## src/rtl/wisc_pkg.sv

```systemverilog
// Shared WISC-S25 definitions: opcode constants and the fetch-unit state encoding.
package wisc_pkg;

    localparam logic [3:0] OP_B   = 4'hC;
    localparam logic [3:0] OP_BR  = 4'hD;
    localparam logic [3:0] OP_PCS = 4'hE;
    localparam logic [3:0] OP_HLT = 4'hF;

    typedef enum logic [1:0] {
        RUN       = 2'd0,
        HALT_PEND = 2'd1,
        HALTED    = 2'd2
    } fetch_state_e;

endpackage

```

## src/rtl/wisc_fetch_skid.sv

```systemverilog
// One-entry {instr, pc} skid buffer behind the fetch output register, with flush.
module wisc_fetch_skid
    import wisc_pkg::*;
(
    input  logic        clk,
    input  logic        rst_n,
    input  logic        flush,
    input  logic        push,
    input  logic        pop,
    input  logic [15:0] push_instr,
    input  logic [15:0] push_pc,
    output logic        valid,
    output logic [15:0] instr,
    output logic [15:0] pc
);

    logic        valid_q, valid_d;
    logic [15:0] instr_q, instr_d;
    logic [15:0] pc_q, pc_d;

    // A push in the same cycle as a pop replaces the departing entry.
    always_comb begin
        valid_d = valid_q;
        instr_d = instr_q;
        pc_d    = pc_q;
        if (flush) begin
            valid_d = 1'b0;
        end else if (push) begin
            valid_d = 1'b1;
            instr_d = push_instr;
            pc_d    = push_pc;
        end else if (pop) begin
            valid_d = 1'b0;
        end
    end

    always_ff @(posedge clk or negedge rst_n) begin
        if (!rst_n) begin
            valid_q <= 1'b0;
            instr_q <= 16'h0000;
            pc_q    <= 16'h0000;
        end else begin
            valid_q <= valid_d;
            instr_q <= instr_d;
            pc_q    <= pc_d;
        end
    end

    assign valid = valid_q;
    assign instr = instr_q;
    assign pc    = pc_q;

endmodule

```

## src/rtl/wisc_fetch.sv

```systemverilog
// WISC-S25 instruction fetch: PC, 1-cycle imem requests, valid/ready output with skid, HLT stop.
// Define WISC_FETCH_PERF_EN to build the delivered-instruction counter on perf_fetch_cnt.
module wisc_fetch
    import wisc_pkg::*;
#(
    parameter logic [15:0] RESET_PC = 16'h0000
) (
    input  logic        clk,
    input  logic        rst_n,
    output logic        imem_rd_en,
    output logic [15:0] imem_addr,
    input  logic [15:0] imem_data,
    input  logic        redirect_valid,
    input  logic [15:0] redirect_pc,
    output logic        out_valid,
    input  logic        out_ready,
    output logic [15:0] out_instr,
    output logic [15:0] out_pc,
    output logic [15:0] out_pc_plus2,
    output logic        halted,
    output logic [15:0] perf_fetch_cnt
);

    localparam logic [1:0] S_RUN       = RUN;
    localparam logic [1:0] S_HALT_PEND = HALT_PEND;
    localparam logic [1:0] S_HALTED    = HALTED;

    logic [1:0]  state_q, state_d;
    logic [15:0] pc_q, pc_d;
    logic        inflight_q, inflight_d;
    logic [15:0] inflight_pc_q, inflight_pc_d;
    logic        out_valid_q, out_valid_d;
    logic [15:0] out_instr_q, out_instr_d;
    logic [15:0] out_pc_q, out_pc_d;
    logic [15:0] out_pc_plus2_q, out_pc_plus2_d;

    logic        skid_valid;
    logic [15:0] skid_instr;
    logic [15:0] skid_pc;
    logic        skid_push;
    logic        skid_pop;

    logic [1:0]  occ;
    logic [1:0]  occ_after;
    logic        issue;
    logic        ret_ok;
    logic        ret_hlt;
    logic        out_free;
    logic        transfer;

    // Occupancy counts the return landing this cycle, so at most two words are ever owed.
    always_comb begin
        occ       = {1'b0, out_valid_q} + {1'b0, skid_valid} + {1'b0, inflight_q};
        occ_after = occ - {1'b0, out_valid_q & out_ready};
        issue     = redirect_valid | ((state_q == S_RUN) && (occ_after < 2'd2));
        imem_addr = redirect_valid ? (redirect_pc & 16'hFFFE) : pc_q;
    end

    assign imem_rd_en = rst_n & issue;
    assign out_valid  = out_valid_q & ~redirect_valid;
    assign halted     = (state_q == S_HALTED) & ~redirect_valid;
    assign transfer   = out_valid & out_ready;

    // Returns arriving after HLT (or squashed by a redirect) are dropped here.
    assign ret_ok    = inflight_q & ~redirect_valid & (state_q == S_RUN);
    assign ret_hlt   = ret_ok & (imem_data[15:12] == OP_HLT);
    assign out_free  = ~out_valid_q | out_ready;
    assign skid_pop  = out_free & skid_valid;
    assign skid_push = ret_ok & (~out_free | skid_valid);

    wisc_fetch_skid u_skid (
        .clk        (clk),
        .rst_n      (rst_n),
        .flush      (redirect_valid),
        .push       (skid_push),
        .pop        (skid_pop),
        .push_instr (imem_data),
        .push_pc    (inflight_pc_q),
        .valid      (skid_valid),
        .instr      (skid_instr),
        .pc         (skid_pc)
    );

    always_comb begin
        out_valid_d    = out_valid_q;
        out_instr_d    = out_instr_q;
        out_pc_d       = out_pc_q;
        out_pc_plus2_d = out_pc_plus2_q;
        if (redirect_valid) begin
            out_valid_d = 1'b0;
        end else if (out_free) begin
            if (skid_valid) begin
                out_valid_d    = 1'b1;
                out_instr_d    = skid_instr;
                out_pc_d       = skid_pc;
                out_pc_plus2_d = skid_pc + 16'd2;
            end else if (ret_ok) begin
                out_valid_d    = 1'b1;
                out_instr_d    = imem_data;
                out_pc_d       = inflight_pc_q;
                out_pc_plus2_d = inflight_pc_q + 16'd2;
            end else begin
                out_valid_d = 1'b0;
            end
        end
    end

    always_comb begin
        pc_d          = issue ? imem_addr + 16'd2 : pc_q;
        inflight_d    = issue;
        inflight_pc_d = imem_addr;
        state_d       = state_q;
        if (redirect_valid) begin
            state_d = S_RUN;
        end else begin
            case (state_q)
                S_RUN:       if (ret_hlt) state_d = S_HALT_PEND;
                // Nothing younger than the HLT is kept, so an HLT transfer is the HLT.
                S_HALT_PEND: if (transfer && out_instr_q[15:12] == OP_HLT) state_d = S_HALTED;
                S_HALTED:    state_d = S_HALTED;
                default:     state_d = S_RUN;
            endcase
        end
    end

    always_ff @(posedge clk or negedge rst_n) begin
        if (!rst_n) begin
            state_q        <= S_RUN;
            pc_q           <= {RESET_PC[15:1], 1'b0};
            inflight_q     <= 1'b0;
            inflight_pc_q  <= 16'h0000;
            out_valid_q    <= 1'b0;
            out_instr_q    <= 16'h0000;
            out_pc_q       <= 16'h0000;
            out_pc_plus2_q <= 16'h0000;
        end else begin
            state_q        <= state_d;
            pc_q           <= pc_d;
            inflight_q     <= inflight_d;
            inflight_pc_q  <= inflight_pc_d;
            out_valid_q    <= out_valid_d;
            out_instr_q    <= out_instr_d;
            out_pc_q       <= out_pc_d;
            out_pc_plus2_q <= out_pc_plus2_d;
        end
    end

    assign out_instr    = out_instr_q;
    assign out_pc       = out_pc_q;
    assign out_pc_plus2 = out_pc_plus2_q;

`ifdef WISC_FETCH_PERF_EN
    logic [15:0] perf_q, perf_d;

    always_comb begin
        perf_d = perf_q + {15'd0, transfer};
    end

    always_ff @(posedge clk or negedge rst_n) begin
        if (!rst_n) begin
            perf_q <= 16'h0000;
        end else begin
            perf_q <= perf_d;
        end
    end

    assign perf_fetch_cnt = perf_q;
`else
    assign perf_fetch_cnt = 16'h0000;
`endif

endmodule

```

## config.mk

```make
export PLATFORM = sky130hd
export DESIGN_NAME = wisc_fetch
export DESIGN_NICKNAME = d
export VERILOG_FILES = /design/src/rtl/wisc_pkg.sv /design/src/rtl/wisc_fetch_skid.sv /design/src/rtl/wisc_fetch.sv
export SDC_FILE = /design/constraint.sdc
export NUM_CORES = 1
export LEC_CHECK = 0
export CAP_MARGIN = 20
export CORE_MARGIN = 1.5
export CORE_UTILIZATION = 42
export DETAILED_ROUTE_END_ITERATION = 8
export GPL_TIMING_DRIVEN = 0
export PLACE_DENSITY_LB_ADDON = 0.1
export SKIP_LAST_GASP = 1
export SLEW_MARGIN = 30
export SYNTH_ARGS = -nofsm -noshare
export SYNTH_HDL_FRONTEND = slang
export SYNTH_SLANG_ARGS = --single-unit
```

## constraint.sdc

```tcl
create_clock -name clk -period 5.4 [get_ports clk]
set_input_delay 1.08 -clock clk [delete_from_list [all_inputs] [get_ports clk]]
set_output_delay 1.08 -clock clk [all_outputs]
set_load 0.01 [all_outputs]
```

==> results of run 1 <==
[power by group]
group	switching (µW)	internal [µW]	total, µW
Sequential	269	1270	1540
Combinational	835	866	1700
Clock	362	655	1020
[synth_stat cells (all sizes together) (2+ instances only)]
cell / number
dfrtp: 116
xnor2: 18
nand4: 7
nand4b: 6
a21oi: 6
nor2b: 6
nor3: 2
clkbuf: 8
mux2i: 33
a31oi: 4
ha: 7
xor2: 6
buf: 35
and3: 4
a21o: 2
nand2b: 2
nand3b: 5
o21ai: 56
o211ai: 3
nor2: 10
nand2: 89
inv: 11
mux2: 47
nand3: 17
a22oi: 2
[tightest hold or removal path, delay by kind of cell, from the launching register on]
family	cells	cell delay, ns
AOI/OAI and AO/OA	1	0.06
and+or+nand+nor	1	0.05
DFF	1	0.33
[registers in the layout, indices dropped and copies added, names as in the netlist]
name and flops:
inflight_pc_q 16, inflight_q 1, out_instr 16, out_pc 16, out_pc_plus2 15, out_valid_q 1
pc_q 16, state_q 2, u_skid.instr 16, u_skid.pc 16, u_skid.valid 1
[stage by stage]
stage	power (µW)	setup TNS (ns)	setup slack [ns]	hold WS, ns
4_1_cts	4300	0	1.10	0.481
3_5_place_dp	3270	0	1.13	0.470
6_report	4260	0	1.12	0.471
3_3_place_gp	3210	-150.45	-2.02	0.460
2_1_floorplan	2510	0	2.13	0.446
5_1_grt	4550	0	0.936	0.512
[kinds of logic after synthesis]
group	count (synthesis)	share of synthesized area (%)
buffers and inverters	54	5.46
muxes	80	15.6
adders and majority gates	7	1.58
other	1	0.0679
AOI/OAI and AO/OA	79	7.99
xor gates and xnor gates	24	3.80
DFF	116	52.5
and+or+nand+nor	152	13.0
[layer usage]
layer	vias to the layer above	global-route usage [%]	wire length [µm]
met4	0	5.49	186
met1	2016	26.2	6070
met2	113	31.0	6030
met5	-	0	0
met3	12	4.70	523
li1	2015	-	-
[cell type report]
class	count	area [µm²]
Buffer	43	260
Clock buffer	23	478
Clock inverter	6	55.1
Fill cell	1177	5360
Inverter	11	41.3
Multi-Input combinational cell	358	2380
Sequential cell	116	2900
Tap cell	172	215
Timing Repair Buffer	101	1030
[layout by cell type, fill, tap and decap left out, types with 16 or more instances in the layout]
master,Yosys,routed
buf_4,18,18
clkbuf_16,0,17
clkdlybuf4s50_1,0,99
conb_1,1,16
dfrtp_1,116,116
mux2_2,47,47
mux2i_1,33,33
nand2_1,89,89
nand3_1,17,17
o21ai_0,51,51
xnor2_1,18,18
[worst max-delay path by stage]
stage / depth (start not counted) / slack (ns) / endpoint
2_1_floorplan: 10 / 2.13 / pc_q[11]
4_1_cts: 8 / 1.10 / imem_rd_en
3_3_place_gp: 3 / -2.02 / imem_rd_en
6_report: 8 / 1.12 / imem_rd_en
3_5_place_dp: 8 / 1.13 / imem_rd_en
5_1_grt: 8 / 0.94 / imem_rd_en
==> impl_metrics.ini, run 1 <==
[placement]
portBuffers = 100
post-place-cells = 801
gp_congestion = 0.846
hpwl_um = 9420
place_area_um2 = 6830

[synthesis]
synth_cell_types = 42
synth_area_leader_cell = dfrtp_1
synthTopCellsByArea = dfrtp_1 53%, mux2_2 9.6%, nand2_1 6.0%, mux2i_1 6.0%, o21ai_0 4.6%
ys_ff_latch = 116
syn_avg_cell_area_um2 = 10.8
synth_edf_count = 0
yosys_warnings = 0
synthesis.area_um2 = 5530
syn_inst = 513
seq_area_frac_synth_pct = 52.5
synth_flop_cell = dfrtp_1
yosys.area.top_type_share_pct = 52.5
async_flop_share_pct = 100

[drt]
drc = 0
firstDrtPassIters = 4
routed-via-count = 4156
wl_um = 12800
vias_per_cell = 5.01
drtAntennaViolNets = 0
drt_iter0_drc = 221
wl_per_cell_um = 15.4

[floorplan]
row_count = 41
initial_core_util_pct = 43.4
ioPinCount = 119
dieHeight_um = 118
die_w_um = 118
die_area_um2 = 13900
core_area_um2 = 12700

[worst_setup_path]
slowest_delay_ns = 0.55
path_max_fanout = 10
cp_cell_sequence = clkdlybuf4s50_1 > nor2b_1 > ha_1 > nand2_1 > a31oi_1 > buf_2 > nor2b_1 > clkdlybuf4s50_1
reg2reg_to = out_pc_plus2[15]
start_kind = primary input
crit_family = buffers and inverters
r2r_start = u_skid.valid
worstRegToRegCells = 10
crit_buf_inv = 3
crit_path_start = out_ready
r2r_slack_ns = 2.44
end_kind = output port
arrival_ns = 3.20
required_ns = 4.32
path_class = in2out
slowest_stage = clkdlybuf4s50_1

[global_route]
grt_antenna_before_repair = 0
grt_max_degree = 65
grt_pass1_vias = 4267
grt_pass1_wl_um = 21500
grt-ovfl-total = 0
track_usage_pct = 19.3

[min_path]
min_path_type = reg2reg
min-delay-start = out_instr[4]
hold_depth = 2
hold_end = out_instr[4]

[clock_network]
numCtsBuffers = 17
cts_buffer_depth = 2
cts.repair.resized = 0
cts_sinks = 116
cts_hold_buf = 0
cts_tree = yes
clk_latency_ns = 0.41
clkSlewWorstSetupHoldPaths_ns = 0.05
post-cts-setup-buffers = 0
cts_root_buffer = clkbuf_16
cts_max_level = 4

[power_and_ir_drop]
max-vdd-ir-drop_mv = 0.193
cellPowerDensity_nw_per_um2 = 578
p_leak_uw = 0.00322

[sta]
worst_slew_pin_slew_ns = 0.785
setup_viol = 0
hold_viol_final = 0
slew_headroom_pct = 47.6
timing.final.crit_share_pct = 79.3
timing.fmax_mhz = 233
slew_violations = 0
min_period_ns = 4.28
rsz0062_at_grt = no
fin_skew_ns = 0.00645

[final_layout]
final_cell_area_um2 = 7360
utilization_pct = 57.9
area_growth_pct = 33.3
layout-drive-gt1-share_pct = 16.7
nets = 691
diodes = 0
final-instance-count-excl-fill = 830

[flow_run]
drv_cap = 0

[run_status]
outcome = completed
(Power assumes the default switching activity.)
==> run 2, diff against run 1 <==
==> constraint.sdc (replaced) <==
create_clock -name clk -period 3.86 [get_ports clk]
set_input_delay 0.772 -clock clk [delete_from_list [all_inputs] [get_ports clk]]
set_output_delay 0.772 -clock clk [all_outputs]
set_load 0.01 [all_outputs]
==> results of run 2 <==
Same layout as run 1 (identical final DEF). Status: completed.
Main changes from that run: setup slack after placement 1.13 ns -> 0.202 ns; setup slack after layout 1.12 ns -> 0.193 ns; hold slack 0.471 ns -> 0.270 ns; register-to-register setup slack 2.44 ns -> 0.90 ns; total power 4260 µW -> 5960 µW; worst IR drop on VDD 0.193 mV -> 0.271 mV
